### config.mk
export PLATFORM = sky130hd
export DESIGN_NAME = pll_lock_supervisor
export DESIGN_NICKNAME = d
export VERILOG_FILES = /design/src/rtl/pll_lock_supervisor_pkg.sv /design/src/rtl/sync_2ff.sv /design/src/rtl/pll_lock_supervisor.sv
export SDC_FILE = /design/constraint.sdc
export NUM_CORES = 1
export LEC_CHECK = 0
export CORE_AREA = 8 8 70 72
export DETAILED_ROUTE_END_ITERATION = 16
export DIE_AREA = 0 0 78 80
export GPL_TIMING_DRIVEN = 0
export HOLD_SLACK_MARGIN = 0.08
export PLACE_DENSITY = 0.61
export SETUP_SLACK_MARGIN = 0.2
export SLEW_MARGIN = 20
export SYNTH_ARGS = -nofsm -noshare
export SYNTH_HDL_FRONTEND = slang
export SYNTH_SLANG_ARGS = --single-unit
### constraint.sdc
create_clock -name clk -period 3 [get_ports clk]
set_input_delay 0.6 -clock clk [delete_from_list [all_inputs] [get_ports clk]]
set_output_delay 0.6 -clock clk [all_outputs]
set_load 0.02 [all_outputs]
### src/rtl/pll_lock_supervisor_pkg.sv
// Shared state encoding and counter sizing for the PLL lock supervisor.
package pll_lock_supervisor_pkg;

  typedef enum logic [2:0] {
    ST_PWD    = 3'd0,
    ST_RST    = 3'd1,
    ST_WAIT   = 3'd2,
    ST_STABLE = 3'd3,
    ST_RUN    = 3'd4,
    ST_FAIL   = 3'd5
  } state_t;

  // Width of a counter that must reach (max of all durations) - 1; at least 1 bit.
  function automatic int unsigned cnt_width(input int unsigned a, input int unsigned b,
                                            input int unsigned c, input int unsigned d);
    int unsigned m;
    m = a;
    if (b > m) m = b;
    if (c > m) m = c;
    if (d > m) m = d;
    return ($clog2(m) < 1) ? 1 : $clog2(m);
  endfunction

endpackage

### src/rtl/sync_2ff.sv
// Generic 1-bit two-flop synchronizer for signals asynchronous to clk.
module sync_2ff (
  input  logic clk,
  input  logic d,
  output logic q
);

  logic meta;

  always_ff @(posedge clk) begin
    meta <= d;
    q    <= meta;
  end

endmodule

### src/rtl/pll_lock_supervisor.sv
// Power-down / reset / lock-qualification sequencer for one GTP_GPLL.
// Define PLL_LOCK_SUPERVISOR_LOSS_CNT_EN to add the saturating loss_cnt output.
module pll_lock_supervisor
  import pll_lock_supervisor_pkg::*;
#(
  parameter int unsigned PWD_CYCLES   = 16,
  parameter int unsigned RST_CYCLES   = 64,
  parameter int unsigned LOCK_TIMEOUT = 27000,
  parameter int unsigned LOCK_STABLE  = 256,
  parameter int unsigned MAX_RETRY    = 3
) (
  input  logic       clk,
  input  logic       rst,
  input  logic       pll_lock,
  input  logic       restart,
  output logic       pll_pwd,
  output logic       pll_rst,
  output logic       sys_rst,
  output logic       ready,
  output logic       fail,
  output logic [3:0] retry_cnt
`ifdef PLL_LOCK_SUPERVISOR_LOSS_CNT_EN
  ,
  output logic [7:0] loss_cnt
`endif
);

  localparam int unsigned CW = cnt_width(PWD_CYCLES, RST_CYCLES, LOCK_TIMEOUT, LOCK_STABLE);

  localparam logic [CW-1:0] PWD_LAST     = CW'(PWD_CYCLES - 1);
  localparam logic [CW-1:0] RST_LAST     = CW'(RST_CYCLES - 1);
  localparam logic [CW-1:0] TIMEOUT_LAST = CW'(LOCK_TIMEOUT - 1);
  localparam logic [CW-1:0] STABLE_LAST  = CW'(LOCK_STABLE - 1);
  localparam logic [3:0]    RETRY_MAX    = 4'(MAX_RETRY);

  state_t        state, state_next;
  logic [CW-1:0] cnt, cnt_next;
  logic [3:0]    retry_next;
  logic          lock_s;
  logic          lost;
  logic          pwd_next, prst_next, sys_next, ready_next, fail_next;

  sync_2ff u_lock_sync (
    .clk (clk),
    .d   (pll_lock),
    .q   (lock_s)
  );

  always_comb begin
    state_next = state;
    retry_next = retry_cnt;
    lost       = 1'b0;
    if (restart) begin
      state_next = ST_PWD;
      retry_next = '0;
    end else begin
      unique case (state)
        ST_PWD:    if (cnt == PWD_LAST) state_next = ST_RST;
        ST_RST:    if (cnt == RST_LAST) state_next = ST_WAIT;
        ST_WAIT: begin
          // Lock arriving on the timeout cycle takes precedence over the retry.
          if (lock_s) begin
            state_next = ST_STABLE;
          end else if (cnt == TIMEOUT_LAST) begin
            if (retry_cnt == RETRY_MAX) begin
              state_next = ST_FAIL;
            end else begin
              retry_next = retry_cnt + 4'd1;
              state_next = ST_RST;
            end
          end
        end
        ST_STABLE: begin
          if (!lock_s)                 state_next = ST_WAIT;
          else if (cnt == STABLE_LAST) state_next = ST_RUN;
        end
        ST_RUN: begin
          if (!lock_s) begin
            state_next = ST_RST;
            retry_next = '0;
            lost       = 1'b1;
          end
        end
        ST_FAIL:   state_next = ST_FAIL;
        default:   state_next = ST_PWD;
      endcase
    end

    cnt_next = (restart || (state_next != state)) ? '0 : cnt + 1'b1;

    // Outputs are decoded from the next state so the registers track the state exactly.
    pwd_next   = (state_next == ST_PWD);
    prst_next  = (state_next == ST_PWD) || (state_next == ST_RST) || (state_next == ST_FAIL);
    sys_next   = (state_next != ST_RUN);
    ready_next = (state_next == ST_RUN);
    fail_next  = (state_next == ST_FAIL);
  end

  always_ff @(posedge clk) begin
    if (rst) begin
      state     <= ST_PWD;
      cnt       <= '0;
      retry_cnt <= '0;
      pll_pwd   <= 1'b1;
      pll_rst   <= 1'b1;
      sys_rst   <= 1'b1;
      ready     <= 1'b0;
      fail      <= 1'b0;
    end else begin
      state     <= state_next;
      cnt       <= cnt_next;
      retry_cnt <= retry_next;
      pll_pwd   <= pwd_next;
      pll_rst   <= prst_next;
      sys_rst   <= sys_next;
      ready     <= ready_next;
      fail      <= fail_next;
    end
  end

`ifdef PLL_LOCK_SUPERVISOR_LOSS_CNT_EN
  always_ff @(posedge clk) begin
    if (rst)                          loss_cnt <= '0;
    else if (lost && loss_cnt != '1)  loss_cnt <= loss_cnt + 8'd1;
  end
`endif

endmodule

### Yosys cells after proc, flatten, opt, wreduce, memory -nomap -nowiden

Cells that the tools add are included.

| cells by class | value |
|---|---|
| reduce and logical (&&, ||, !) cells | 9 |
| $add $sub $neg | 2 |
| equal/unequal tests | 19 |
| mux-type cells | 15 |

Operator list:

| kind | number |
|---|---|
| 3-bit 2-to-1 mux | 9 |
| 3-bit case mux with 6 select lines | 1 |
| 4-bit 2-to-1 mux | 4 |
| 15-bit by 1-bit adder with 15-bit output, second input constant | 1 |
| 15-bit == test, second input constant | 1 |
| 15-bit by 4-bit == test with 1-bit output, second input constant | 1 |
| 15-bit by 6-bit == test with 1-bit output, second input constant | 1 |
| 15-bit by 8-bit == test with 1-bit output, second input constant | 1 |
| 3-bit == test, second input constant | 4 |
| 2-bit inequality test, second input constant | 4 |
| 4-bit case mux with 2 select lines | 1 |
| 3-bit by 1-bit == test with 1-bit output, second input constant | 2 |
| 3-bit by 2-bit == test with 1-bit output, second input constant | 2 |
| 3-bit zero test | 2 |
| 5-bit AND reduction | 1 |
| 4-bit by 1-bit adder with 4-bit output, second input constant | 1 |
| 4-bit by 2-bit == test with 1-bit output, second input constant | 1 |
| 2-bit OR reduction | 2 |
| 1-bit logical OR | 3 |
| 3-bit inequality test | 1 |
| 3-bit inequality test, second input constant | 1 |
| 2-bit nonzero test | 1 |

| word-level totals | value |
|---|---|
| word-level logic and storage cells | 55 |
| register bits | 29 |
| output and inout bits | 9 |
| bits of input ports | 4 |

### Longest topological paths before layout

Gate-level depths: netlist (run 1).

| depth | value |
|---|---|
| word-level depth | 9 |
| gate-level depth with buffers | 9 |
| mapped depth without buffers | 7 |

### Modules after synthesis

Synthesis (run 1) repeated with hierarchy kept, for this count alone.

| second synthesis, totals | value |
|---|---|
| cell total of the unflattened synthesis | 177 |
| area total of the unflattened synthesis | 1511.4 µm² |

Modules (own cells, without submodules):

| module | instances | area each (µm²) | cells an instance | sequential area each (µm²) |
|---|---|---|---|---|
| pll_lock_supervisor | 1 | 1471.4 | 175 | 540.5 |
| sync_2ff | 1 | 40.0 | 2 | 40.0 |

### Worst setup path after synthesis (run 1)

Ideal clock, no wire load.

| timing | value |
|---|---|
| path type | register -> register |
| start point | reg retry_cnt[0] |
| end point | reg cnt[10] |
| stages on the path, launching flop included | 8 |
| arrival time | 1.999 ns |
| setup time | 0.113 ns |
| slack | 0.888 ns |
| required time | 2.887 ns |
| buffers on the path | 1 |
| period minus slack after synthesis | 2.112 ns |
| path through | dfxtp_1 -> ha_1 -> or3b_2 -> o32a_1 -> o2bb2ai_1 -> clkbuf_1 -> nand2_1 -> nor2_2 |

| on the way | value |
|---|---|
| cells in the longest elaborated chain, start to end | 9 |

RTL lines:

| element | line | RTL |
|---|---|---|
| start: declaration | pll_lock_supervisor.sv:21 | `output logic [3:0] retry_cnt` |
| start signal: assignment | pll_lock_supervisor.sv:112 | `retry_cnt <= retry_next;` |
| 4-bit by 2-bit == test with 1-bit output | pll_lock_supervisor.sv:65 | `if (retry_cnt == RETRY_MAX) begin` |
| 3-bit 2-to-1 mux | pll_lock_supervisor.sv:65 |  |
| 3-bit 2-to-1 mux | pll_lock_supervisor.sv:64 | `end else if (cnt == TIMEOUT_LAST) begin` |
| 3-bit 2-to-1 mux | pll_lock_supervisor.sv:62 | `if (lock_s) begin` |
| 3-bit case mux with 6 select lines | pll_lock_supervisor.sv:57 | `unique case (state)` |
| 3-bit 2-to-1 mux | pll_lock_supervisor.sv:53 | `if (restart) begin` |
| 3-bit inequality test | pll_lock_supervisor.sv:89 | `cnt_next = (restart \|\| (state_next != state)) ? '0 : cnt + 1'b1;` |
| 1-bit logical OR | pll_lock_supervisor.sv:89 |  |
| 2-bit OR reduction (no source line) | - |  |
| end signal: assignment | pll_lock_supervisor.sv:111 | `cnt <= cnt_next;` |
| end: declaration | pll_lock_supervisor.sv:37 | `logic [CW-1:0] cnt, cnt_next;` |

No other way between the ends.
A chain may end at the register's enable or synchronous reset.

### Worst setup path after layout (run 1)

| timing | value |
|---|---|
| start point | reg cnt[0] |
| end point | reg cnt[7] |

| on the way | value |
|---|---|
| cells in the longest elaborated chain, start to end | 8 |
| elaborated cells between the ends (all ways) | 16 |
| those cells by class | 1 x add/sub; 5 x eq/ne; 8 x mux; 2 x reduce/logical |

RTL lines:

| element | line |
|---|---|
| 15-bit by 8-bit == test with 1-bit output or 15-bit == test (tied branches) | pll_lock_supervisor.sv:75, pll_lock_supervisor.sv:64 |
| 3-bit 2-to-1 mux (on tied branches) | pll_lock_supervisor.sv:75, pll_lock_supervisor.sv:64 |
| 3-bit 2-to-1 mux (on tied branches) | pll_lock_supervisor.sv:74, pll_lock_supervisor.sv:62 |
| 3-bit case mux with 6 select lines | pll_lock_supervisor.sv:57 |
| 3-bit 2-to-1 mux | pll_lock_supervisor.sv:53 |
| 3-bit inequality test | pll_lock_supervisor.sv:89 |
| 1-bit logical OR | pll_lock_supervisor.sv:89 |
| 2-bit OR reduction (no source line) | - |

Several ways; a longest one is shown, not always the timed one.

==> results of run 1 <==
[worst reg2reg max path: cells and delay by family, from the launching register on]
kind | cells | cell delay (ns)
compound gates | 2 | 0.53
buf+inv | 2 | 0.40
simple gates | 3 | 0.38
flops | 1 | 0.36
xor+xnor | 1 | 0.26
fa+ha+maj | 1 | 0.23
[through the flow]
step / cells / utilization, % / total power, mW / hold slack [ns]
after floorplan: 158 / - / 0.408 / 0.310
after global placement: 220 / 42.5 / 0.415 / 0.312
after detailed placement: 220 / 42.5 / 0.415 / 0.318
after CTS: 228 / 44.6 / 0.715 / 0.325
after global routing: 228 / 44.6 / 0.738 / 0.333
final: 228 / 44.6 / 0.704 / 0.320
[cell usage after synthesis (all sizes together), types with 2 or more instances]
cell type | count | share of area, %
xor2 | 6 | 4.9
nor2b | 2 | 0.86
nand2 | 22 | 5.7
xnor2 | 11 | 6.6
and2 | 3 | 1.3
and3 | 3 | 1.3
dfxtp | 29 | 40
nor3 | 3 | 1.4
and4b | 2 | 1.4
o21ai | 3 | 1.0
nand2b | 3 | 1.3
nor3b | 3 | 1.9
a21oi | 3 | 1.3
nand3 | 10 | 3.8
and4 | 4 | 2.4
a21o | 2 | 1.0
nand4 | 3 | 1.3
buf | 3 | 1.9
inv | 3 | 0.77
ha | 2 | 1.7
or2 | 2 | 0.86
a31oi | 3 | 2.3
nor2 | 23 | 7.6
[worst paths after layout]
kind              endpoint  slack (ns)
max                 cnt[7]        0.73
min          u_lock_sync.q        0.32
min reg2reg  u_lock_sync.q        0.32
max reg2reg         cnt[7]        0.73
[cell type report]
cell class | count | area [sq um]
plain buffers | 4 | 31.3
well taps | 50 | 62.6
repair buffers | 12 | 120
inverters | 3 | 11.3
multi-input cells | 122 | 833
fillers | 388 | 2140
flip-flops and latches | 29 | 581
clock buffers | 8 | 80.1
[layer usage]
layer	part of all wire [%]	GRT usage (%)
met5	0	0
met4	1.2	3.89
met3	4.7	3.38
met2	48	16.7
met1	46	10.6
[power by group through the flow]
stage / registers, mW / clock network, mW / logic, mW
6_report: 0.390 / 0.297 / 0.0167
5_1_grt: 0.391 / 0.329 / 0.0184
4_1_cts: 0.390 / 0.308 / 0.0168
3_5_place_dp: 0.399 / 0 / 0.0168
3_3_place_gp: 0.398 / 0 / 0.0163
2_1_floorplan: 0.398 / 0 / 0.00991
[sequential cells by signal (all words and copies together), names as in the netlist]
register          cells
retry_cnt             4
pll_rst               1
sys_rst               1
pll_pwd               1
u_lock_sync.meta      1
fail                  1
ready                 1
state                 3
u_lock_sync.q         1
cnt                  15
[cells by family (layout without fill, tap and decap cells)]
family	after synthesis	count (layout)	share of synthesized area [%]
simple gates	86	86	33.6
xor+xnor	17	17	11.5
fa+ha+maj	2	2	1.72
flops	29	29	39.9
mux	1	1	0.687
compound gates	16	16	9.71
buf+inv	7	27	2.92
[placed cells by master (no fill, tap or decap), drive strengths merged, types with 3 or more instances in the layout]
cell,instances
a21oi,3
a31oi,3
and2,3
and3,3
and4,4
buf,3
clkbuf,9
clkdlybuf4s50,12
dfxtp,29
inv,3
nand2,22
nand2b,3
nand3,10
nand4,3
nor2,23
nor3,3
nor3b,3
o21ai,3
xnor2,11
xor2,6
==> impl_metrics.toml, run 1 <==
[power_and_ir_drop]
power.internal_mw = 0.560
p_clk_share_pct = 42.2
total_switching_power_mw = 0.144
p_leak_nw = 0.653
pwr-share-seq_pct = 55.4
p_comb_share_pct = 2.4
max-vdd-ir-drop_mv = 0.220
powerDensity_nw_per_um2 = 410
swShare_pct = 20.5

[final_layout]
fin_nets = 183
final_cell_area_sq_um = 1720
synthToLayoutAreaGrowth_pct = 18.0
drive_above_1_share_pct = 17.4
antennaDiodeCount = 0

[critical_path]
path_cells = "ha_1 > and3_1 > buf_2 > nand3_1 > o21ai_1 > a31oi_4 > xor2_4 > buf_6 > nor2_2"
path_buf_inv = 2
critPathMaxStageDelay_ns = 0.36
crit_path_end_kind = "flop"
worstReg2RegStart = "cnt[0]"
crit_slowest_cell = "dfxtp_1"
startpoint_type = "flop"
crit_fanout = 10
r2r_cells = 9
cp_num_cells = 9
worstPathArrival_ns = 2.44
startpoint = "cnt[0]"
worstSetupPathType = "reg2reg"
critPathRequiredTime_ns = 3.16
critPathTopFamily = "compound AO/OA/AOI/OAI gates"

[outcome]
status = "completed"

[sta]
timing.final.crit_share_pct = 75.8
finalHoldViolCount = 0
setup_viol = 0
slew-limit-headroom_pct = 69.7
tns_ns = 0
slew_violations = 0
timing.fmax_mhz = 440
fin_skew_ns = 0.00846
rsz0062_at_grt = "no"
period_minus_slack_ns = 2.27
worst_pin_slew_ns = 0.454
fin_ws_ns = 0.726

[yosys]
synth.avg_cell_area_sq_um = 9.22
ys.flop_type = "dfxtp_1"
yosysSeqAreaShare_pct = 39.9
ys_types = 43
synth_edf_count = 0
async_flop_share_pct = 0
synth.net_count = 164
ys_seq_elements = 29
yosys_warnings = 0
syn_area_sq_um = 1460
synthCells = 158

[clock_tree]
clock_path_buffers = 2
cts_resized = 0
cts_tree = "yes"
clk_latency_ns = 0.27
path_clk_slew_ns = 0.06
htree_levels = 2
cts_root_buf = "clkbuf_8"
cts_hold_buf = 0
cts_buffers = 5
cts_num_sinks = 29
post_cts_buffers = 0

[hold_path]
holdPathStages = 0
hold_path_startpoint = "u_lock_sync.meta"
hold_path_class = "reg2reg"

[global_routing]
grt_max_degree = 11
track_usage_pct = 9.67
grt_pass1_wl_um = 4930
antenna_found_initial = 0
grt_pass1_vias = 1115
grt.overflow.total = 0

[placed_design]
hpwlAfterDp_um = 2210
place_ws_ns = 0.513
gp_congestion = 0.904
place_area_sq_um = 1640
io_buffer_count = 12

[detailed_routing]
dr.pass1.iters = 4
drt-wirelength-per-cell_um = 12.7
vias = 1128
route.antenna.remaining_nets = 0
wirelength_um = 2910
via_per_inst = 4.95
drc_errors = 0
drtIter0Drc = 77

[run]
cap_viol_max_count = 0

[floorplan]
die_y_um = 80
core-area_sq_um = 3860
start_util_pct = 37.8
die_w_um = 78
io_pins = 13
placementRows = 23
die-area_sq_um = 6240
Note: power is estimated with default switching activity, not from simulation.
==> run 2: changes to the inputs <==
- clock period: 3 -> 2.3 ns (I/O delays scaled with it)
==> impl_metrics.toml, run 2 (same netlist as run 1, synthesis figures left out) <==
[global_routing]
grt_pass1_vias = 1191
grt_max_degree = 11
track_usage_pct = 10.2
grt.overflow.total = 0
grt_pass1_wl_um = 5180
antenna_found_initial = 0

[floorplan]
start_util_pct = 37.8
die_w_um = 78
io_pins = 13
die_y_um = 80
placementRows = 23
die-area_sq_um = 6240
core-area_sq_um = 3860

[final_layout]
final_cell_area_sq_um = 1890
instances_no_fill = 234
largest-register = "cnt"
top_regs = "cnt x15, retry_cnt x4, state x3"
final_common_cell = "dfxtp_1"
largest_reg_flops = 15
drive_above_1_share_pct = 28.3
synthToLayoutAreaGrowth_pct = 29.8
antennaDiodeCount = 0
regArea_sq_um = 589
n_fill_cell = 382
fin_util_pct = 49.0
fin_nets = 190
multi_input_area_sq_um = 896
mostFrequentLayoutCells = "dfxtp_1, nand2_1, nor2_1"

[outcome]
status = "completed"

[detailed_routing]
drc_errors = 0
drtIter0Drc = 53
via_per_inst = 5.02
drt-wirelength-per-cell_um = 13.9
dr.pass1.iters = 4
vias = 1175
route.antenna.remaining_nets = 0
wirelength_um = 3240

[critical_path]
crit_fanout = 6
r2r_cells = 9
worstSetupPathType = "reg2reg"
worstPathArrival_ns = 2.20
startpoint_type = "flop"
critPathRequiredTime_ns = 2.48
crit_path_end_kind = "flop"

[clock_tree]
cts_root_buf = "clkbuf_8"
clk_latency_ns = 0.28
cts_num_sinks = 29
cts_tree = "yes"
cts_hold_buf = 0
htree_levels = 2
cts_buffers = 5
path_clk_slew_ns = 0.06
clock_path_buffers = 2

[power_and_ir_drop]
p_total_mw = 0.949
p_leak_nw = 0.711
max-vdd-ir-drop_mv = 0.339
powerDensity_nw_per_um2 = 502

[sta]
finalHoldViolCount = 0
timing.final.crit_share_pct = 88.1
fin_ws_ns = 0.274
period_minus_slack_ns = 2.03
fin_skew_ns = 0.00504
slew_violations = 0
worst_pin_slew_ns = 0.463
rsz0062_at_grt = "no"
setup_viol = 0
slew-limit-headroom_pct = 68.8
timing.fmax_mhz = 494

[placed_design]
io_buffer_count = 12
place_ws_ns = -0.0483
gp_congestion = 0.898
place_area_sq_um = 1640
hpwlAfterDp_um = 2180
dp.cells = 220

[hold_path]
hold_path_class = "reg2reg"
holdPathStages = 0

[run]
cap_viol_max_count = 0
==> run 2: final cells by class <==
class,instances,area share [%]
tap,50,3.31
multi-input combinational,122,47.4
inverter,3,0.596
sequential,29,31.2
buffer,4,2.71
timing repair buffer,19,10.3
clock buffer,7,4.57
==> run 2: worst paths after layout <==
| kind | end | start | slack (ns) |
|---|---|---|---|
| worst max register to register | cnt[11] | cnt[0] | 0.27 |
| worst max-delay path | cnt[11] | cnt[0] | 0.27 |
| worst min register to register | u_lock_sync.q | u_lock_sync.meta | 0.32 |
| worst min-delay path | u_lock_sync.q | u_lock_sync.meta | 0.32 |
==> run 2: what timing repair did <==
| action | in CTS | in global routing |
|---|---|---|
| gates resized for setup | 7 | 16 |
| cloned | 0 | 1 |
| setup endpoints to repair | 10 | 17 |
| pin swaps | 2 | 5 |
| buffers inserted | 1 | 5 |
==> run 2: worst max-delay path, cell delays in order (launching register included) <==
cell and delay, ns:
dfxtp_4 0.37, ha_4 0.14, and3_4 0.18, buf_6 0.12, nand3_2 0.07, o221a_4 0.28
a31oi_4 0.25, xor2_4 0.27, clkbuf_16 0.20, nor2_2 0.04
==> run 2: per-layer routing <==
metal	vias up	global-route usage (%)	wire (um)
met4	0	3.33	31
met1	559	10.9	1420
li1	595	-	-
met3	4	3.49	117
met2	17	18.6	1680
met5	-	0	0
==> run 2: per-stage QoR <==
| stage | setup TNS (ns) | hold slack (ns) |
|---|---|---|
| after floorplan | 0 | 0.310 |
| after global placement | -0.0254 | 0.313 |
| after detailed placement | -0.315 | 0.318 |
| after CTS | 0 | 0.325 |
| after global routing | 0 | 0.333 |
| final | 0 | 0.323 |
==> run 2: power breakdown <==
part | internal (mW) | total, mW | switching (mW)
Sequential | 0.506 | 0.510 | 0.00375
Combinational | 0.0130 | 0.0252 | 0.0122
Clock | 0.237 | 0.414 | 0.178
Total | 0.755 | 0.949 | 0.194
==> run 3: changes to the inputs <==
- MAX_ROUTING_LAYER: not set -> met4
- SKIP_LAST_GASP: not set -> 1
==> impl_metrics.toml, run 3 (same netlist as run 1, synthesis figures left out) <==
[clock_tree]
clk_latency_ns = 0.28
clock_path_buffers = 2
path_clk_slew_ns = 0.06
cts_tree = "yes"
cts_buffers = 5
cts_num_sinks = 29
cts_hold_buf = 0
cts_root_buf = "clkbuf_8"
htree_levels = 2

[power_and_ir_drop]
powerDensity_nw_per_um2 = 502
p_leak_nw = 0.711
max-vdd-ir-drop_mv = 0.339
p_total_mw = 0.949

[critical_path]
worstPathArrival_ns = 2.20
startpoint_type = "flop"
crit_path_end_kind = "flop"
critPathRequiredTime_ns = 2.48
worstSetupPathType = "reg2reg"
crit_fanout = 6

[sta]
rsz0062_at_grt = "no"
slew_violations = 0
setup_viol = 0
fin_skew_ns = 0.00504
slew-limit-headroom_pct = 68.8
finalHoldViolCount = 0
worst_pin_slew_ns = 0.463
period_minus_slack_ns = 2.03
timing.final.crit_share_pct = 88.1
timing.fmax_mhz = 494

[global_routing]
grt_pass1_vias = 1189
grt_pass1_wl_um = 5180
grt_max_degree = 11
track_usage_pct = 10.5
antenna_found_initial = 0
grt.overflow.total = 0

[final_layout]
fin_util_pct = 49.0
drive_above_1_share_pct = 28.3
final_common_cell = "dfxtp_1"
multi_input_area_sq_um = 896
largest_reg_flops = 15
largest-register = "cnt"
antennaDiodeCount = 0
fin_nets = 190
mostFrequentLayoutCells = "dfxtp_1, nand2_1, nor2_1"
regArea_sq_um = 589
top_regs = "cnt x15, retry_cnt x4, state x3"
n_fill_cell = 382
synthToLayoutAreaGrowth_pct = 29.8

[placed_design]
io_buffer_count = 12
hpwlAfterDp_um = 2180
gp_congestion = 0.913

[floorplan]
placementRows = 23
io_pins = 13
die_w_um = 78
start_util_pct = 37.8
core-area_sq_um = 3860
die-area_sq_um = 6240
die_y_um = 80

[detailed_routing]
dr.pass1.iters = 4
drc_errors = 0
via_per_inst = 5.02
route.antenna.remaining_nets = 0
drtIter0Drc = 51
wirelength_um = 3240
vias = 1175
drt-wirelength-per-cell_um = 13.9

[outcome]
status = "completed"

[hold_path]
hold_path_class = "reg2reg"

[run]
cap_viol_max_count = 0
## run 3: through the flow
stage	setup WS, ns	cell area (sq um)	TNS (ns)	cells	hold WS (ns)
3_5_place_dp	-0.0483	1640	-0.315	220	0.318
3_3_place_gp	-0.00394	1640	-0.0254	220	0.313
6_report	0.274	1890	0	234	0.323
5_1_grt	0.186	1890	0	234	0.333
4_1_cts	0.201	1760	0	228	0.325
2_1_floorplan	0.204	1460	0	158	0.310
## run 3: per-layer routing
layer  vias to the layer above  wire length (um)  track usage, %
li1                        595                 -               -
met1                       559              1420            10.9
met3                         4               117            3.49
met2                        17              1680            18.6
met5                         -                 0               -
met4                         0                31            3.33
## run 3: worst paths after layout
path                                  startpoint       endpoint  slack, ns  cells after the start
worst min-delay path            u_lock_sync.meta  u_lock_sync.q       0.32                      0
worst max-delay path                      cnt[0]        cnt[11]       0.27                      9
worst max register to register            cnt[0]        cnt[11]       0.27                      9
worst min register to register  u_lock_sync.meta  u_lock_sync.q       0.32                      0
## run 3: final cells by class
class,instances,share of cell area [%]
multi-input combinational,122,47.4
sequential,29,31.2
timing repair buffer,19,10.3
clock buffer,7,4.57
tap,50,3.31
buffer,4,2.71
inverter,3,0.596
## run 3: where the power goes
| part | leakage [nW] | internal, mW | switching [mW] |
|---|---|---|---|
| clock network | 0.0443 | 0.237 | 0.178 |
| logic | 0.429 | 0.0130 | 0.0122 |
| registers | 0.237 | 0.506 | 0.00375 |
| total | 0.711 | 0.755 | 0.194 |
## run 3: timing repair
| item | in CTS | in global routing |
|---|---|---|
| buffers inserted | 1 | 5 |
| resized for setup | 7 | 16 |
| pin swaps | 2 | 5 |
| endpoints found under the setup margin | 10 | 17 |
| cloned | 0 | 1 |
## run 3: worst max-delay path, cell delays in order, from the launching register on
cell and delay, ns:
dfxtp_4 0.37, ha_4 0.14, and3_4 0.18, buf_6 0.12
nand3_2 0.07, o221a_4 0.28, a31oi_4 0.25, xor2_4 0.27
clkbuf_16 0.20, nor2_2 0.04
